File: src/rtl/io_share_arbiter.sv
// Hands the shared pads between GPIO and an external bus, tristating everything for TURN_CYCLES on every handover.
// Handover takes TURN_CYCLES+1 edges; the bus waits for xb_gnt and GPIO keeps the pads for at least MIN_GPIO cycles.
module io_share_arbiter #(
   parameter int NPINS       = 19,
   parameter int TURN_CYCLES = 2,
   parameter int MIN_GPIO    = 4
) (
   input  logic             ext_clk,
   input  logic             ext_rst_n,
   input  logic             xb_req,
   output logic             xb_gnt,
   input  logic [NPINS-1:0] xb_out,
   input  logic [NPINS-1:0] xb_oe,
   output logic [NPINS-1:0] xb_in,
   input  logic [NPINS-1:0] gpio_out,
   input  logic [NPINS-1:0] gpio_dir,
   output logic [NPINS-1:0] gpio_in,
   input  logic             force_gpio,
   input  logic [NPINS-1:0] pad_in,
   output logic [NPINS-1:0] pad_out,
   output logic [NPINS-1:0] pad_oeb,
   output logic [1:0]       owner
);

   typedef enum logic [1:0] {
      ST_GPIO      = 2'b00,
      ST_TURN_XB   = 2'b01,
      ST_XB        = 2'b10,
      ST_TURN_GPIO = 2'b11
   } state_t;

   localparam logic [3:0] TURN_LD  = 4'(TURN_CYCLES);
   localparam logic [7:0] DWELL_LD = 8'(MIN_GPIO);

   state_t           state_q, state_d;
   logic [3:0]       turn_q, turn_d;
   logic [7:0]       dwell_q, dwell_d;
   logic [7:0]       dwell_dec;
   logic [NPINS-1:0] hold_q;
   logic             want_xb;
   logic             turn_last;

   // force_gpio masks the request so it always wins over a simultaneous xb_req change
   assign want_xb   = xb_req & ~force_gpio;
   assign turn_last = (turn_q <= 4'd1);
   assign dwell_dec = (dwell_q != 8'd0) ? dwell_q - 8'd1 : 8'd0;

   always_comb begin
      state_d = state_q;
      turn_d  = turn_q;
      dwell_d = dwell_q;
      case (state_q)
         ST_GPIO: begin
            dwell_d = dwell_dec;
            // GPIO may be left in the cycle the dwell reaches zero, so it lasts MIN_GPIO cycles (at least one)
            if (want_xb && dwell_dec == 8'd0) begin
               state_d = ST_TURN_XB;
               turn_d  = TURN_LD;
            end
         end
         ST_TURN_XB: begin
            if (turn_last) begin
               if (want_xb) begin
                  state_d = ST_XB;
               end else begin
                  state_d = ST_TURN_GPIO;
                  turn_d  = TURN_LD;
               end
            end else begin
               turn_d = turn_q - 4'd1;
            end
         end
         ST_XB: begin
            if (!want_xb) begin
               state_d = ST_TURN_GPIO;
               turn_d  = TURN_LD;
            end
         end
         default: begin
            if (turn_last) begin
               state_d = ST_GPIO;
               dwell_d = DWELL_LD;
            end else begin
               turn_d = turn_q - 4'd1;
            end
         end
      endcase
   end

   always_ff @(posedge ext_clk or negedge ext_rst_n) begin
      if (!ext_rst_n) begin
         state_q <= ST_TURN_GPIO;
         turn_q  <= TURN_LD;
         dwell_q <= 8'd0;
         hold_q  <= '0;
      end else begin
         state_q <= state_d;
         turn_q  <= turn_d;
         dwell_q <= dwell_d;
         if (state_q == ST_GPIO) begin
            hold_q <= pad_in;
         end
      end
   end

   assign owner = state_q;

   always_comb begin
      xb_gnt  = 1'b0;
      pad_out = '0;
      pad_oeb = '1;
      xb_in   = '0;
      gpio_in = hold_q;
      case (state_q)
         ST_GPIO: begin
            pad_out = gpio_out;
            pad_oeb = ~gpio_dir;
            gpio_in = pad_in;
         end
         ST_XB: begin
            xb_gnt  = 1'b1;
            pad_out = xb_out;
            pad_oeb = ~xb_oe;
            xb_in   = pad_in;
         end
         default: ;
      endcase
   end

endmodule

File: config.mk
export PLATFORM = sky130hd
export DESIGN_NAME = io_share_arbiter
export DESIGN_NICKNAME = d
export VERILOG_FILES = /design/src/rtl/io_share_arbiter.sv
export SDC_FILE = /design/constraint.sdc
export NUM_CORES = 1
export LEC_CHECK = 0
export BUFFER_PORTS_ARGS = -buffer_cell sky130_fd_sc_hd__buf_2
export CAP_MARGIN = 15
export CORE_ASPECT_RATIO = 1.75
export CORE_MARGIN = 1.5
export CORE_UTILIZATION = 33
export CTS_CLUSTER_SIZE = 24
export DETAILED_ROUTE_END_ITERATION = 8
export MAX_ROUTING_LAYER = met4
export PLACE_DENSITY_LB_ADDON = 0.2
export SLEW_MARGIN = 20
export SYNTH_ARGS = -nofsm -noshare
export SYNTH_HDL_FRONTEND = slang
export SYNTH_SLANG_ARGS = --single-unit
File: constraint.sdc
create_clock -name ext_clk -period 2.8 [get_ports ext_clk]
set_input_delay 0.84 -clock ext_clk [delete_from_list [all_inputs] [get_ports ext_clk]]
set_output_delay 0.84 -clock ext_clk [all_outputs]
set_load 0.02 [all_outputs]
# Word level (Yosys, flattened, before mapping)
# Index checks and enable logic that the tools add are counted.
word_totals:
  regBits: 33
  inputBits: 99
  out_inout_bits: 79
  word_cells: 47
op_classes:
  add_sub_neg: 2
  order_cmp: 1
  eq_ne: 6
  muxes: 19
  bitwise: 5
  reduce_logical: 10
ops:
  columns: ["cell", "n"]
  rows:
  - ["one-hot mux 19 bit (2 select lines)", 2]
  - ["two-way mux 19 bit", 2]
  - ["inverter 19 bit", 2]
  - ["two-way mux 4 bit", 4]
  - ["two-way mux 8 bit", 2]
  - ["one-hot mux 8 bit (2 select lines)", 1]
  - ["one-hot mux 4 bit (3 select lines)", 1]
  - ["zero test 8 bit", 1]
  - ["two-way mux 2 bit", 4]
  - ["nonzero test 8 bit", 1]
  - ["subtractor 8 x 1 -> 8 bit, second input constant", 1]
  - ["inequality test 2 bit, second input constant", 3]
  - ["one-hot mux 2 bit (3 select lines)", 1]
  - ["<= comparator 4 x 1 -> 1 bit, second input constant", 1]
  - ["inequality test 4 x 1 -> 1 bit, second input constant", 1]
  - ["AND reduction 2 bit", 2]
  - ["AND reduction 4 bit", 1]
  - ["subtractor 4 x 1 -> 4 bit, second input constant", 1]
  - ["nonzero test 3 bit", 1]
  - ["== test 2 x 1 -> 1 bit, second input constant", 1]
  - ["== test 2 bit, second input constant", 1]
  - ["zero test 2 bit", 1]
  - ["two-way mux 1 bit", 2]
  - ["inverter 1 bit", 2]
  - ["4 further kinds", 4]

# Longest topological paths before layout
# Gate-level depths: netlist of run 1.
depth:
  ltp_word: 6
  depth_mapped: 8
  depth_no_buf: 8

# Least setup slack after synthesis of run 1
# No wires, ideal clock.
synth_path:
  path_type: "register to output"
  from: "reg state_q[1] (netlist: owner[1])"
  to: "out pad_oeb[10]"
  arrival_time_ns: 1.981
  required_ns: 1.960
  setup_slack_ns: -0.021
  stages_incl_launch_ff: 6
  n_path_buf: 2
  path_cell_list: "dfstp_2 ha_1 or2_2 clkbuf_1 clkbuf_1 nand3_1"
synth_between:
  elab_chain_cells: 2
  elab_cells_between_ends: 3
  classes_between: "eq/ne: 1; mux: 1; reduce/logical: 1"
synth_rtl:
  columns: ["item", "line", "rtl"]
  rows:
  - ["start, declared", "35", "state_t state_q, state_d;"]
  - ["start signal, assigned", "97", "state_q <= state_d;"]
  - ["== test 2 bit or zero test 2 bit (tied branches)", "114", "case (state_q)"]
  - ["one-hot mux 19 bit (2 select lines) *", "114", null]
  - ["end, declared", "21", "output logic [NPINS-1:0] pad_oeb,"]
# Mark *: on every way between the ends. The rest lies on a longest branch, timed or not.

# Worst setup path after layout of run 1
layout_path:
  from: "reg state_q[0] (netlist: owner[0])"
  to: "out gpio_in[0]"
layout_between:
  elab_chain_cells: 2
layout_rtl:
  columns: ["item", "line", "rtl"]
  rows:
  - ["zero test 2 bit", "114", null]
  - ["two-way mux 19 bit", null, null]
  - ["end, declared", "17", "output logic [NPINS-1:0] gpio_in,"]
# No other way between the ends.

==> impl_metrics.tcl, run 1 <==
set metrics [dict create \
    viasPerCell 4.88 \
    cts_root_buffer "clkbuf_16" \
    slew_headroom_pct 49.8 \
    synth_edf_count 0 \
    setup_violations 0 \
    netSwitchingPower_w 0.00250 \
    ys.flop_type "dfrtp_1" \
    crit_end "gpio_in[0]" \
    area_delta_synth_final_pct 46.2 \
    synth_fp_nets 376 \
    drv_slew 0 \
    dr.first_iter.drc_count 98 \
    r2r_end "turn_q[2]$_DFFE_PN0P_" \
    setup_tns_ps 0 \
    route.detailed.drc 0 \
    post_synth.cell_area_avg_um2 9.00 \
    clock_sinks 33 \
    wl_per_cell_um 13.0 \
    syn-cell-area_um2 2420 \
    leakagePower_nw 1.82 \
    synthArstFlopShare_pct 100 \
    crit_path_top_delay_cell "mux2_2" \
    path_clk_slew_ps 60 \
    postCtsSetupBuffers 0 \
    ir_drop_mv 0.605 \
    dr_total_vias 2561 \
    holdWs_ps 478 \
    cp_data_required_time_ps 1960 \
    firstDrtPassIters 4 \
    rsz0062_at_grt "no" \
    clkPwrFrac_pct 10.7 \
    cap_violations 0 \
    period_share_pct 95.0 \
    core_area_um2 7130 \
    fin_crit_ps 2660 \
    insertion_delay_ps 280 \
    rows 41 \
    fp.dieW_um 67.7 \
    p_seq_share_pct 17.9 \
    grt-ovfl-total 0 \
    drive_gt1_share_pct 50.6 \
    combPwrFrac_pct 71.4 \
    portBuffers 177 \
    antenna_cells 0 \
    r2r_slack_ps 580 \
    worst_pin_slew_ps 752 \
    hold_violations 0 \
    hpwl_um 5230 \
    critPathArrivalTime_ps 1820 \
    r2r_start "turn_q[1]$_DFFE_PN1P_" \
    critPathLaunchType "flip-flop" \
    min_path_type "flip-flop to flip-flop" \
    crit_start "owner[0]$_DFFE_PN1P_" \
    initial_core_util_pct 33.9 \
    crit_path_end_kind "output port" \
    status "completed" \
    yosysUniqueCellTypes 42 \
    grt_pass1_vias 2178 \
    reg2regPathDepth 8 \
    ios 178 \
    cts_buffer_depth 2 \
    ant_nets 0 \
    yosysSeqAreaShare_pct 34.3 \
    ys_warn_count 0 \
    cpPeakStageDelay_ps 390 \
    syn_inst 269 \
    wl_um 6830 \
    grt.total_usage_pct 16.4 \
    finClkSkew_ps 7.24 \
    ys_ff_latch 33 \
    place.gp.congestion 0.834 \
    power_density_nw_per_um2 1380 \
    nets 545 \
    fp.dieH_um 116 \
    sw_frac_of_total_pct 51.0 \
    antenna_found_initial 0 \
    cts_hold_repair.buffers 0 \
    cts_tree "built" \
    total_power_w 0.00490 \
    grt_first_pass_wirelength_um 9600 \
    htreeDepth 2 \
    p_int_w 0.00240 \
    hold_depth 2 \
    worstPathMaxFanout 65 \
    cts_made_buffers 5 \
    die_area_um2 7880 \
    post-route-util_pct 49.6 \
    clock.fmax_ghz 0.376 \
    crit_chain "inv_1, ha_2, buf_12, mux2_2, buf_2" \
    grt_max_degree 66 \
    criticalPathCategory "flip-flop to output port" \
]
==> sequential cells by signal, summed over array words and instances (netlist names) <==
name and flops:
dwell_q 8, owner 2, turn_q 4, hold_q 19
==> how the worst min path moves through the flow <==
stage,from,end,slack (ps)
2_1_floorplan,turn_q[1]$_DFFE_PN1P_,turn_q[1]$_DFFE_PN1P_,460
3_3_place_gp,turn_q[1]$_DFFE_PN1P_,turn_q[1]$_DFFE_PN1P_,470
3_5_place_dp,turn_q[1]$_DFFE_PN1P_,turn_q[1]$_DFFE_PN1P_,480
4_1_cts,turn_q[1]$_DFFE_PN1P_,turn_q[1]$_DFFE_PN1P_,490
5_1_grt,hold_q[5]$_DFF_PN0_,hold_q[5]$_DFF_PN0_,500
6_report,turn_q[1]$_DFFE_PN1P_,turn_q[1]$_DFFE_PN1P_,480
==> layout by cell type (no fill, tap or decap), types with 9 or more instances in the layout <==
cell | netlist | routed
nor2_1 | 13 | 13
nand3_1 | 22 | 22
nand2b_1 | 40 | 40
mux2_2 | 21 | 21
inv_1 | 9 | 9
dfrtp_1 | 30 | 30
o21ai_0 | 12 | 12
nand2_1 | 9 | 9
and2_1 | 20 | 20
a22o_1 | 20 | 20
buf_2 | 2 | 177
==> synthesized netlist by cell type, types with 2 or more instances <==
| cell | n | area (µm²) |
|---|---|---|
| nand2b_1 | 40 | 250 |
| nor2_1 | 13 | 48.8 |
| inv_1 | 9 | 33.8 |
| buf_1 | 3 | 11.3 |
| and2_1 | 20 | 125 |
| clkbuf_1 | 13 | 48.8 |
| ha_1 | 8 | 100 |
| nor3_1 | 6 | 30.0 |
| a211o_1 | 2 | 17.5 |
| or2_2 | 2 | 12.5 |
| o31ai_1 | 4 | 30.0 |
| buf_2 | 2 | 10.0 |
| nor2b_1 | 2 | 12.5 |
| a22o_1 | 20 | 175 |
| nand3_1 | 22 | 110 |
| a21oi_1 | 5 | 25.0 |
| o21ai_0 | 12 | 60.1 |
| dfrtp_1 | 30 | 751 |
| mux2_2 | 21 | 236 |
| dfstp_2 | 3 | 78.8 |
| a31oi_1 | 2 | 12.5 |
| nand2_1 | 9 | 33.8 |
| and3b_1 | 2 | 17.5 |
==> final cells by class <==
| class | count | area [µm²] |
|---|---|---|
| Fill cell | 695 | 3590 |
| Multi-Input combinational cell | 209 | 1490 |
| Timing Repair Buffer | 180 | 933 |
| Sequential cell | 33 | 830 |
| Clock buffer | 6 | 129 |
| Tap cell | 86 | 108 |
| Inverter | 9 | 33.8 |
| Clock inverter | 2 | 10.0 |
==> cell families (layout without fill, tap and decap cells) <==
group                    Yosys count  count (layout)  share of synthesized area, %
buffers and inverters             27             197                          4.29
XOR/XNOR                           1               1                         0.362
AND/OR/NAND/NOR                  122             122                          28.8
multiplexers                      21              21                          9.77
AO/OA/AOI/OAI                     57              57                          18.4
adder cells (fa/ha/maj)            8               8                          4.14
flip-flops                        33              33                          34.3
==> power groups by stage <==
stage               Combinational (W)  Clock [W]  Sequential, W
floorplan                     0.00253          0       0.000849
global placement              0.00349          0       0.000876
detailed placement            0.00352          0       0.000891
CTS                           0.00353   0.000535       0.000882
global route                  0.00384   0.000566       0.000910
finish                        0.00350   0.000522       0.000878
==> worst max-delay path: cells and delay by family, from the launching register on <==
family	cells	cell delay [ps]
adders and majority gates	1	210
buffers and inverters	3	530
DFF	1	380
muxes	1	390
==> metrics by stage <==
stage          cells  setup slack, ps  instance area (µm²)
2_1_floorplan    269             5.93                 2420
3_3_place_gp     517              427                 3400
3_5_place_dp     517              374                 3400
4_1_cts          525             75.2                 3530
5_1_grt          525             59.1                 3540
6_report         525              141                 3540
==> timing repair <==
| action | CTS | global route |
|---|---|---|
| gates resized for setup | 0 | 1 |
| hold endpoints to repair | 0 | 0 |
| endpoints found under the setup margin | 0 | 5 |
==> routing by layer <==
metal	GRT usage, %	wire length (µm)	vias up
met3	3.08	541	14
met1	14.9	2390	1157
met5	-	0	-
met4	7.07	144	0
met2	31.6	3760	105
li1	-	-	1285
(Power assumes the default switching activity.)
==> run 2: changes to the inputs <==
- REMOVE_ABC_BUFFERS: default -> 1
==> impl_metrics.tcl, run 2 (synthesis results as in run 1) <==
set metrics [dict create \
    cts_buffer_depth 2 \
    grt_first_pass_wirelength_um 11100 \
    setup_tns_ps 0 \
    rows 41 \
    viasPerCell 4.90 \
    placed_cells 519 \
    fin_crit_ps 2670 \
    path_clk_slew_ps 60 \
    place.gp.congestion 0.761 \
    insertion_delay_ps 280 \
    status "completed" \
    top_register "hold_q" \
    final_common_cell "buf_2" \
    period_share_pct 95.3 \
    clock_sinks 33 \
    crit_path_end_kind "output port" \
    worst_pin_slew_ps 762 \
    power_density_nw_per_um2 1400 \
    ir_drop_mv 0.539 \
    post_cts_resized 0 \
    firstDrtPassIters 4 \
    dr.first_iter.drc_count 69 \
    postCtsSetupBuffers 0 \
    critPathLaunchType "flip-flop" \
    grt_max_degree 44 \
    cts_hold_repair.buffers 0 \
    cts_root_buffer "clkbuf_16" \
    post-route-util_pct 49.6 \
    min_path_type "flip-flop to flip-flop" \
    cts_tree "built" \
    route.detailed.drc 0 \
    cts_made_buffers 5 \
    die_area_um2 7880 \
    initial_core_util_pct 33.9 \
    slew_headroom_pct 49.2 \
    area_delta_synth_final_pct 46.2 \
    worstPathMaxFanout 43 \
    htreeDepth 2 \
    nets 547 \
    placed_cell_area_um2 3390 \
    ios 178 \
    clock.fmax_ghz 0.375 \
    setup_violations 0 \
    rsz0062_at_grt "no" \
    ant_nets 0 \
    dr_total_vias 2587 \
    wl_um 7660 \
    finClkSkew_ps 4.60 \
    grt-ovfl-total 0 \
    portBuffers 177 \
    cap_violations 0 \
    drive_gt1_share_pct 51.0 \
    layout.cells.non_filler 528 \
    leakagePower_nw 1.83 \
    hold_violations 0 \
    post-route-cell-area_um2 3540 \
    antenna_found_initial 1 \
    grt_pass1_vias 2322 \
    hpwl_um 6210 \
    reg_top3 "hold_q (19), dwell_q (8), turn_q (4)" \
    critPathArrivalTime_ps 1830 \
    criticalPathCategory "flip-flop to output port" \
    cp_data_required_time_ps 1960 \
    largest_reg_flops 19 \
    grt.total_usage_pct 19.0 \
    wl_per_cell_um 14.5 \
    fp.dieH_um 116 \
    drv_slew 0 \
    core_area_um2 7130 \
    mostFrequentLayoutCells "buf_2 (177), nand2b_1 (40), dfrtp_1 (30)" \
    fp.dieW_um 67.7 \
]
run 2: worst paths after layout:
path                            depth (start not counted)  slack, ps               endpoint                   from
worst max-delay path                                    5        130             gpio_in[9]   owner[0]$_DFFE_PN1P_
max in group asynchronous                               1       1680    hold_q[2]$_DFF_PN0_              ext_rst_n
min in group asynchronous                               1        630   hold_q[18]$_DFF_PN0_              ext_rst_n
worst min-delay path                                    2        480  turn_q[1]$_DFFE_PN1P_  turn_q[1]$_DFFE_PN1P_
worst max register to register                          8        600  turn_q[2]$_DFFE_PN0P_  turn_q[1]$_DFFE_PN1P_
worst min register to register                          2        480  turn_q[1]$_DFFE_PN1P_  turn_q[1]$_DFFE_PN1P_
run 2: metal layers:
| metal | share of wire (%) | vias to the layer above | wire [µm] | GRT usage (%) |
|---|---|---|---|---|
| met2 | 54 | 101 | 4140 | 34.5 |
| li1 | - | 1286 | - | - |
| met3 | 7.9 | 8 | 609 | 4.05 |
| met5 | 0 | - | 0 | - |
| met4 | 1.6 | 0 | 123 | 6.80 |
| met1 | 36 | 1192 | 2790 | 19.6 |
run 2: worst max-delay path, cell delays in order, from the launching register on:
cell and delay (ps):
dfstp_2 380, inv_1 90, ha_2 210, buf_6 290
mux2_2 400, buf_2 160
run 2: report_power, final:
part	total [W]	switching (W)	internal (W)	leakage (nW)
clock	0.000527	0.000202	0.000325	0.0696
combinational	0.00353	0.00220	0.00133	1.36
sequential	0.000877	0.000151	0.000727	0.399
run 2: final cells by class:
cell class | instances | area, µm²
Fill cell | 681 | 3590
Inverter | 9 | 33.8
Sequential cell | 33 | 830
Clock buffer | 5 | 125
Timing Repair Buffer | 182 | 927
Tap cell | 86 | 108
Antenna cell | 1 | 2.50
Clock inverter | 3 | 17.5
Multi-Input combinational cell | 209 | 1490
run 2: metrics by stage:
step | power [W] | hold WS, ps | worst slack [ps]
3_5_place_dp | 0.00444 | 474 | 323
3_3_place_gp | 0.00439 | 473 | 344
6_report | 0.00494 | 480 | 133
5_1_grt | 0.00540 | 501 | 50.5
4_1_cts | 0.00498 | 483 | 20.1
2_1_floorplan | 0.00331 | 457 | -588
==> run 3: changes to the inputs <==
- clock period: 2.8 -> 3.25 ns (I/O delays scaled with it)
==> impl_metrics.tcl, run 3 (synthesis results as in run 1) <==
set metrics [dict create \
    pre_cts_ws_ps 648 \
    reg_top3 "hold_q (19), dwell_q (8), turn_q (4)" \
    clock.fmax_ghz 0.347 \
    area_delta_synth_final_pct 45.9 \
    status "completed" \
    leakagePower_nw 1.82 \
    ir_drop_mv 0.414 \
    nets 546 \
    cap_violations 0 \
    ios 178 \
    insertion_delay_ps 280 \
    fp.dieH_um 116 \
    wl_per_cell_um 14.6 \
    route.detailed.drc 0 \
    netSwitchingPower_w 0.00220 \
    clkPwrFrac_pct 11.0 \
    place.gp.congestion 0.816 \
    slew_headroom_pct 49.9 \
    dr.first_iter.drc_count 68 \
    cts_buffer_depth 2 \
    crit_end "gpio_in[7]" \
    drive_gt1_share_pct 50.5 \
    post-route-cell-area_um2 3530 \
    r2r_start "dwell_q[0]$_DFFE_PN0P_" \
    criticalPathCategory "flip-flop to output port" \
    reg2regPathDepth 8 \
    placed_cell_area_um2 3380 \
    p_int_w 0.00206 \
    fin_crit_ps 2880 \
    worstPathMaxFanout 38 \
    n_fill_cell 718 \
    grt_pass1_vias 2224 \
    top_register "hold_q" \
    core_area_um2 7130 \
    grt.total_usage_pct 18.5 \
    rsz0062_at_grt "no" \
    setup_violations 0 \
    r2r_slack_ps 1010 \
    finalWorstSetupSlack_ps 371 \
    finClkSkew_ps 3.99 \
    hold_violations 0 \
    sw_frac_of_total_pct 51.6 \
    postCtsSetupBuffers 0 \
    path_clk_slew_ps 50 \
    antenna_found_initial 2 \
    cts_root_buffer "clkbuf_16" \
    combPwrFrac_pct 71.2 \
    cp_data_required_time_ps 2270 \
    fp.dieW_um 67.7 \
    hpwl_um 6110 \
    wl_um 7690 \
    portBuffers 177 \
    critPathArrivalTime_ps 1900 \
    final_common_cell "buf_2" \
    largest_reg_flops 19 \
    die_area_um2 7880 \
    holdWs_ps 475 \
    r2r_end "owner[0]$_DFFE_PN1P_" \
    critPathLaunchType "flip-flop" \
    mostFrequentLayoutCells "buf_2 (177), nand2b_1 (40), dfrtp_1 (30)" \
    firstDrtPassIters 4 \
    clock_sinks 33 \
    crit_start "owner[0]$_DFFE_PN1P_" \
    cts_made_buffers 5 \
    regArea_um2 830 \
    ant_nets 0 \
    grt-ovfl-total 0 \
    min_path_type "flip-flop to flip-flop" \
    period_share_pct 88.6 \
    p_seq_share_pct 17.8 \
    cts_hold_repair.buffers 0 \
    multi_input_comb_area_um2 1490 \
    viasPerCell 4.90 \
    cts_tree "built" \
    crit_path_end_kind "output port" \
    drv_slew 0 \
    post_cts_resized 0 \
    grt_max_degree 62 \
    dr_total_vias 2587 \
    initial_core_util_pct 33.9 \
    htreeDepth 2 \
    worst_pin_slew_ps 752 \
    rows 41 \
    grt_first_pass_wirelength_um 10600 \
    power_density_nw_per_um2 1200 \
]
## run 3: per-stage QoR
step | setup TNS [ps] | util [%] | power, W | std cells
detailed placement | 0 | 47.4 | 0.00381 | 518
floorplan | -6240 | - | 0.00285 | 251
CTS | 0 | 49.4 | 0.00430 | 526
global route | 0 | 49.5 | 0.00462 | 528
global placement | 0 | 47.4 | 0.00377 | 518
finish | 0 | 49.5 | 0.00425 | 528
## run 3: metal layers
layer	track usage [%]	wire, µm	vias up
li1	-	-	1288
met1	18.1	2790	1188
met2	34.1	4160	105
met3	4.43	654	6
met4	7.21	87	0
met5	-	0	-
## run 3: layout make-up
class,instances,share of cell area (%)
timing repair buffer,181,25.9
tap,86,3.05
inverter,9,0.957
multi-input combinational,209,42.3
antenna,2,0.142
sequential,33,23.5
clock buffer,8,4.15
## run 3: worst min path at each step
| stage | startpoint | endpoint | slack (ps) | depth (start not counted) |
|---|---|---|---|---|
| 6_report | turn_q[1]$_DFFE_PN1P_ | turn_q[1]$_DFFE_PN1P_ | 470 | 2 |
| 3_5_place_dp | turn_q[1]$_DFFE_PN1P_ | turn_q[1]$_DFFE_PN1P_ | 470 | 2 |
| 4_1_cts | turn_q[1]$_DFFE_PN1P_ | turn_q[1]$_DFFE_PN1P_ | 480 | 2 |
| 2_1_floorplan | turn_q[1]$_DFFE_PN1P_ | turn_q[1]$_DFFE_PN1P_ | 460 | 2 |
| 3_3_place_gp | turn_q[1]$_DFFE_PN1P_ | turn_q[1]$_DFFE_PN1P_ | 470 | 2 |
| 5_1_grt | hold_q[13]$_DFF_PN0_ | hold_q[13]$_DFF_PN0_ | 500 | 1 |
## run 3: worst max-delay path, stage by stage (launching register included)
cell	delay (ps)
dfstp_2	380
inv_1	90
ha_2	190
buf_4	390
mux2_2	400
buf_2	160
## run 3: power by group through the flow
stage | registers [W] | logic, W | clock network (W)
2_1_floorplan | 0.000746 | 0.00211 | 0
3_3_place_gp | 0.000756 | 0.00302 | 0
3_5_place_dp | 0.000766 | 0.00305 | 0
4_1_cts | 0.000759 | 0.00306 | 0.000485
5_1_grt | 0.000785 | 0.00333 | 0.000499
6_report | 0.000757 | 0.00303 | 0.000466
